File: src/rtl/arb_lane_issue_buffer.sv
// arb_lane_issue_buffer
// Requester-side companion to the round-robin arbiter. Each lane owns a small
// FIFO of pending payloads. A lane requests the arbiter whenever it holds an
// entry and the registered output stage can take a new one. A legal one-hot
// grant pops that lane's head into the output stage on the next edge. An
// illegal grant sets a sticky error flag and is otherwise ignored.
//
// Ports:
//   clk, reset    clock, asynchronous active-high reset
//   in_valid      per-lane enqueue strobe (dropped while the lane is full)
//   in_data       lane i payload at [i*DATAW +: DATAW]
//   in_ready      per-lane FIFO not full (combinational from state)
//   req           per-lane request to the arbiter (combinational)
//   grant_oh      one-hot grant from the arbiter, all-zero = no grant
//   out_valid     registered output holds a granted entry
//   out_data      granted payload
//   out_lane      index of the granted lane
//   out_ready     downstream accepts out_data this cycle
//   protocol_err  sticky flag, set on an illegal grant
module arb_lane_issue_buffer #(
  parameter int unsigned WIDTH = 16,
  parameter int unsigned DATAW = 32,
  parameter int unsigned DEPTH = 2
) (
  input  logic                     clk,
  input  logic                     reset,
  input  logic [WIDTH-1:0]         in_valid,
  input  logic [WIDTH*DATAW-1:0]   in_data,
  output logic [WIDTH-1:0]         in_ready,
  output logic [WIDTH-1:0]         req,
  input  logic [WIDTH-1:0]         grant_oh,
  output logic                     out_valid,
  output logic [DATAW-1:0]         out_data,
  output logic [$clog2(WIDTH)-1:0] out_lane,
  input  logic                     out_ready,
  output logic                     protocol_err
);

  localparam int unsigned LW = $clog2(WIDTH);
  localparam int unsigned PW = $clog2(DEPTH);
  localparam int unsigned CW = $clog2(DEPTH + 1);

  logic [DATAW-1:0] mem  [WIDTH][DEPTH];
  logic [PW-1:0]    wptr [WIDTH];
  logic [PW-1:0]    rptr [WIDTH];
  logic [CW-1:0]    cnt  [WIDTH];

  logic [WIDTH-1:0] push;
  logic [WIDTH-1:0] pop;
  logic             stage_free;
  logic             accept;
  logic             illegal;
  logic [LW-1:0]    grant_idx;
  logic [DATAW-1:0] grant_data;

  // Per-lane readiness, requests and push qualification.
  always_comb begin : lane_status
    stage_free = !out_valid || out_ready;
    in_ready   = '0;
    req        = '0;
    push       = '0;
    for (int unsigned i = 0; i < WIDTH; i++) begin
      in_ready[i] = (cnt[i] != CW'(DEPTH));
      req[i]      = (cnt[i] != '0) && stage_free;
      push[i]     = in_valid[i] && in_ready[i];
    end
  end

  // Grant qualification and one-hot to index/head-data mux.
  // The OR-reduction is only meaningful when accept is true (exactly one bit).
  always_comb begin : grant_decode
    accept     = $onehot(grant_oh) && ((grant_oh & req) == grant_oh);
    illegal    = (grant_oh != '0) && !accept;
    pop        = accept ? grant_oh : '0;
    grant_idx  = '0;
    grant_data = '0;
    for (int unsigned i = 0; i < WIDTH; i++) begin
      if (grant_oh[i]) begin
        grant_idx  = grant_idx | LW'(i);
        grant_data = grant_data | mem[i][rptr[i]];
      end
    end
  end

  // Payload storage; contents are don't-care while a lane is empty.
  always_ff @(posedge clk) begin : fifo_mem
    for (int unsigned i = 0; i < WIDTH; i++) begin
      if (push[i]) begin
        mem[i][wptr[i]] <= in_data[i*DATAW +: DATAW];
      end
    end
  end

  // FIFO pointers and occupancy; push+pop leaves cnt unchanged.
  always_ff @(posedge clk or posedge reset) begin : fifo_ctrl
    if (reset) begin
      for (int unsigned i = 0; i < WIDTH; i++) begin
        wptr[i] <= '0;
        rptr[i] <= '0;
        cnt[i]  <= '0;
      end
    end else begin
      for (int unsigned i = 0; i < WIDTH; i++) begin
        if (push[i]) begin
          wptr[i] <= wptr[i] + PW'(1);
        end
        if (pop[i]) begin
          rptr[i] <= rptr[i] + PW'(1);
        end
        case ({push[i], pop[i]})
          2'b10:   cnt[i] <= cnt[i] + CW'(1);
          2'b01:   cnt[i] <= cnt[i] - CW'(1);
          default: cnt[i] <= cnt[i];
        endcase
      end
    end
  end

  // Output stage: load on accept, drain on handshake, otherwise hold.
  // An illegal grant never loads; a pending handshake still drains.
  always_ff @(posedge clk or posedge reset) begin : out_stage
    if (reset) begin
      out_valid    <= 1'b0;
      out_data     <= '0;
      out_lane     <= '0;
      protocol_err <= 1'b0;
    end else begin
      if (accept) begin
        out_valid <= 1'b1;
        out_data  <= grant_data;
        out_lane  <= grant_idx;
      end else if (out_valid && out_ready) begin
        out_valid <= 1'b0;
      end
      if (illegal) begin
        protocol_err <= 1'b1;
      end
    end
  end

endmodule
File: config.mk
export PLATFORM = sky130hd
export DESIGN_NAME = arb_lane_issue_buffer
export DESIGN_NICKNAME = d
export VERILOG_FILES = /design/src/rtl/arb_lane_issue_buffer.sv
export SDC_FILE = /design/constraint.sdc
export NUM_CORES = 2
export LEC_CHECK = 0
export BUFFER_PORTS_ARGS = -buffer_cell sky130_fd_sc_hd__buf_2
export CORE_MARGIN = 4
export CORE_UTILIZATION = 60
export DETAILED_ROUTE_END_ITERATION = 6
export GPL_TIMING_DRIVEN = 0
export PLACE_DENSITY = 0.83
export SYNTH_ARGS = -nofsm -noshare
export SYNTH_HDL_FRONTEND = slang
export SYNTH_SLANG_ARGS = --single-unit
File: constraint.sdc
create_clock -name clk -period 9.65 [get_ports clk]
set_clock_uncertainty 0.1 [all_clocks]
set_input_delay 1.93 -clock clk [delete_from_list [all_inputs] [get_ports clk]]
set_output_delay 1.93 -clock clk [all_outputs]
set_load 0.01 [all_outputs]
==> flow_summary.rst <==
.. list-table::
   :header-rows: 1

   * - Metric
     - Value
   * - Run status
     - finished clean
   * - I/O pin count
     - 617
   * - Setup crit start kind
     - primary input
   * - Post-synth design cell area
     - 0.0445 mm²
   * - Number of gates given a new drive strength after cts
     - 0
   * - IR Drop Worst-Case VDD
     - ~0.21 mV
   * - Synth warnings
     - 0
   * - DRC violations left
     - 0
   * - CTS tree
     - built
   * - Maximum buffer depth of the clock tree
     - 3
   * - Arrival time worst endpoint
     - approximately 7.4 ns
   * - Num CTS Buffers
     - roughly 110
   * - Clock transition at the registers of the reported paths
     - 0.06 ns
   * - Vias in the first global route
     - between 20,000 and 30,000
   * - Number of clock sinks
     - about 1,100
   * - Via count
     - around 28,000
   * - Antenna violations before repair
     - approximately 90
   * - Die footprint
     - 0.0786 mm²
   * - Wire length of the first global-routing pass
     - 187,000 µm
   * - Die outline width
     - 280 µm
   * - Category of the critical setup timing path
     - in -> reg
   * - Achievable clock frequency
     - between 0.1 and 0.15 GHz
   * - Final HPWL DP
     - slightly below 100,000 µm
   * - Vias per inst
     - between 6 and 7
   * - Setup tns final
     - 0 ns
   * - Number of hold buffers added after CTS
     - 0
   * - Area of the multi-input gates
     - ~0.011 mm²
   * - Fraction of registers with async set or reset after synthesis
     - roughly 9%
   * - Number of endpoints with negative hold slack in the final report
     - 0
   * - Seq/Total Area, Yosys
     - around three quarters
   * - Final estimated routing congestion in global placement
     - 0.950
   * - Largest net degree at the start of global routing
     - 55
   * - Routed wire per std cell
     - about 30 µm
   * - Max capacitance violation total
     - 0
   * - Library cell used as clock root buffer
     - sky130_fd_sc_hd__clkbuf_16
   * - Final worst-path cycle share
     - between 70% and 80%
   * - Remaining number of nets flagged by the antenna check after routing
     - 0
   * - Global-route congestion overflow total
     - 0
   * - Flop and latch count out of synthesis
     - around 1,100
   * - Htree depth
     - 3
   * - Final setup fails
     - 0
   * - Row count
     - between 90 and 100
   * - PD cells
     - ~300 mW/mm²
   * - Number of fill cells
     - between 4,000 and 5,000
   * - Final period demand of the worst path
     - between 6 and 7 ns
   * - Worst endpoint required time
     - 10.12 ns
   * - Setup repair after global routing missed its margin
     - false
   * - Post-CTS Setup Bufs
     - 0
   * - Proportion of layout cells with a drive suffix above 1
     - between 30 and 40%
   * - Max-slew headroom at the worst pin
     - between 20% and 30%
   * - Post-Synthesis Cells
     - around 2,600
   * - LEAKAGE
     - 18.9 nW
   * - Worst hold path type
     - reg -> reg
   * - Initial drt markers
     - between 3,000 and 4,000
   * - Unique masters post-synth
     - 40
   * - Number of flops mapped to enable cells by yosys
     - a little over 1,000
   * - Number of nets produced by synthesis
     - around 3,100
   * - Slew of the pin with the lowest slew margin
     - 1.10 ns
   * - Initial DRT Pass Iterations
     - 6
   * - Tightest hold margin
     - around 0.4 ns
   * - Layout-stage area growth over the synthesis result
     - 19.4%
   * - Clock insertion delay at the later pin of the skew report
     - around 0.68 ns
   * - Total routing resource utilization after global routing
     - between 30% and 40%
   * - Vertical extent of the die
     - 280 µm
   * - Maximum net fanout on the critical path
     - 10
   * - Initial Utilization
     - 60.8%
   * - Top_reg_cell synth
     - sky130_fd_sc_hd__edfxtp_1
   * - Number of buffers inserted by port buffering
     - between 600 and 700
   * - Post-layout net count
     - 3,883
   * - FF+latch area
     - about 0.033 mm²
   * - Endpoint class of the critical path
     - register
   * - Total detailed-routing wirelength
     - 133,000 µm
   * - Number of max-slew violations in the final report
     - 0
   * - Placeable core region
     - 0.0732 mm²
   * - Average size of a mapped cell
     - around 17 µm²
==> sequential cells by signal, summed over array words and instances, names as in the netlist <==
signal        count
mem            1024
cnt              32
out_data         32
rptr             16
wptr             16
out_lane          4
out_valid         1
protocol_err      1
==> worst paths after layout <==
| kind | depth (start not counted) | start | end | slack (ns) |
|---|---|---|---|---|
| max | 23 | grant_oh[10] | cnt[15]$_DFFE_PP0P_ | 2.68 |
| max in group asynchronous | 3 | reset | cnt[3]$_DFFE_PP0P_ | 7.43 |
| min reg2reg | 1 | cnt[23]$_DFFE_PP0P_ | cnt[23]$_DFFE_PP0P_ | 0.39 |
| min | 1 | cnt[23]$_DFFE_PP0P_ | cnt[23]$_DFFE_PP0P_ | 0.39 |
| min in group asynchronous | 2 | reset | cnt[8]$_DFFE_PP0P_ | 1.30 |
| max reg2reg | 7 | rptr[6]$_DFFE_PP0P_ | out_data[10]$_DFFE_PP0P_ | 6.06 |
==> critical path, cell delays in order <==
cell	delay, ns
sky130_fd_sc_hd__buf_2	0.19
sky130_fd_sc_hd__clkinv_1	0.33
sky130_fd_sc_hd__clkbuf_1	0.42
sky130_fd_sc_hd__fa_1	0.63
sky130_fd_sc_hd__inv_1	0.05
sky130_fd_sc_hd__fa_1	0.47
sky130_fd_sc_hd__inv_1	0.05
sky130_fd_sc_hd__fa_1	0.43
sky130_fd_sc_hd__inv_1	0.07
sky130_fd_sc_hd__ha_1	0.16
sky130_fd_sc_hd__inv_1	0.05
sky130_fd_sc_hd__fa_1	0.38
sky130_fd_sc_hd__a211o_1	0.23
sky130_fd_sc_hd__nand2_1	0.11
sky130_fd_sc_hd__nand4_1	0.10
sky130_fd_sc_hd__or3_1	0.36
sky130_fd_sc_hd__buf_6	0.15
sky130_fd_sc_hd__nor3_4	0.24
sky130_fd_sc_hd__buf_4	0.27
sky130_fd_sc_hd__and2_1	0.19
sky130_fd_sc_hd__ha_1	0.27
sky130_fd_sc_hd__nor2_1	0.16
sky130_fd_sc_hd__xor2_1	0.17
==> cell usage in the layout, fill, tap and decap left out, types with 17 or more instances in the layout <==
cell type | netlist | routed
sky130_fd_sc_hd__edfxtp_1 | 1024 | 1024
sky130_fd_sc_hd__buf_2 | 23 | 639
sky130_fd_sc_hd__mux2_2 | 320 | 320
sky130_fd_sc_hd__mux2i_1 | 192 | 192
sky130_fd_sc_hd__a22oi_1 | 128 | 128
sky130_fd_sc_hd__clkbuf_1 | 105 | 127
sky130_fd_sc_hd__clkbuf_16 | 0 | 110
sky130_fd_sc_hd__dfrtp_1 | 102 | 102
sky130_fd_sc_hd__nand2_1 | 87 | 87
sky130_fd_sc_hd__diode_2 | 0 | 83
sky130_fd_sc_hd__a21oi_1 | 65 | 65
sky130_fd_sc_hd__xnor2_1 | 64 | 64
sky130_fd_sc_hd__o22ai_1 | 64 | 64
sky130_fd_sc_hd__nor2_1 | 68 | 52
sky130_fd_sc_hd__nor4_1 | 45 | 45
sky130_fd_sc_hd__o21ai_0 | 37 | 37
sky130_fd_sc_hd__nand4b_1 | 32 | 32
sky130_fd_sc_hd__o211ai_1 | 32 | 32
sky130_fd_sc_hd__clkinv_1 | 5 | 31
sky130_fd_sc_hd__ha_1 | 22 | 22
sky130_fd_sc_hd__clkinv_2 | 0 | 18
sky130_fd_sc_hd__nand3_1 | 17 | 17
==> cell families after synthesis <==
| group | after synthesis | share of synthesized area (%) |
|---|---|---|
| muxes | 515 | 12.5 |
| AOI/OAI and AO/OA | 340 | 4.93 |
| xor gates and xnor gates | 80 | 1.58 |
| buffers and inverters | 161 | 1.47 |
| DFF | 1126 | 74.9 |
| and+or+nand+nor | 305 | 3.60 |
| adders and majority gates | 32 | 1.07 |
==> Yosys cell counts (45+ instances only) <==
library cell	instances	area [µm²]
sky130_fd_sc_hd__edfxtp_1	1024	30700
sky130_fd_sc_hd__clkbuf_1	105	394
sky130_fd_sc_hd__mux2_2	320	3600
sky130_fd_sc_hd__nor4_1	45	282
sky130_fd_sc_hd__o22ai_1	64	400
sky130_fd_sc_hd__a22oi_1	128	961
sky130_fd_sc_hd__dfrtp_1	102	2550
sky130_fd_sc_hd__xnor2_1	64	561
sky130_fd_sc_hd__nand2_1	87	327
sky130_fd_sc_hd__mux2i_1	192	1920
sky130_fd_sc_hd__a21oi_1	65	325
sky130_fd_sc_hd__nor2_1	68	255
==> final cells by class <==
cell class	instances	area share [%]
clock inverter	71	1.44
clock buffer	133	5.36
timing repair buffer	634	6.53
sequential	1126	62.7
multi-input combinational	1272	20.1
antenna	83	0.391
buffer	141	1.09
tap	959	2.26
inverter	20	0.146
==> through the flow <==
| step | cell area, µm² | std cells | power, mW | utilization [%] | setup slack [ns] |
|---|---|---|---|---|---|
| 3_5_place_dp | 49300 | 4152 | 11.4 | 67.3 | 2.03 |
| 6_report | 53100 | 4439 | 15.7 | 72.6 | 2.68 |
| 5_1_grt | 53000 | 4389 | 16.2 | 72.4 | 2.43 |
| 3_3_place_gp | 48800 | 4134 | 11.1 | 66.6 | 2.06 |
| 2_1_floorplan | 44500 | 2559 | 9.66 | - | 3.12 |
| 4_1_cts | 52900 | 4356 | 15.7 | 72.3 | 2.70 |
==> where the power goes <==
part / switching (mW) / leakage, nW / internal, mW
clock: 1.83 / 1.76 / 2.48
sequential: 0.438 / 10.8 / 6.72
combinational: 2.63 / 6.38 / 1.61
total: 4.90 / 18.9 / 10.8
==> layer usage <==
| metal | vias to the layer above | wire (µm) | share of wire (%) | track usage (%) |
|---|---|---|---|---|
| met5 | - | 379 | 0.29 | 0 |
| met4 | 58 | 7650 | 5.8 | 17.2 |
| met3 | 409 | 14600 | 11 | 9.18 |
| met2 | 1704 | 65700 | 49 | 55.5 |
| met1 | 13700 | 44400 | 33 | 39.7 |
| li1 | 11700 | - | - | - |
(Power assumes the default switching activity.)
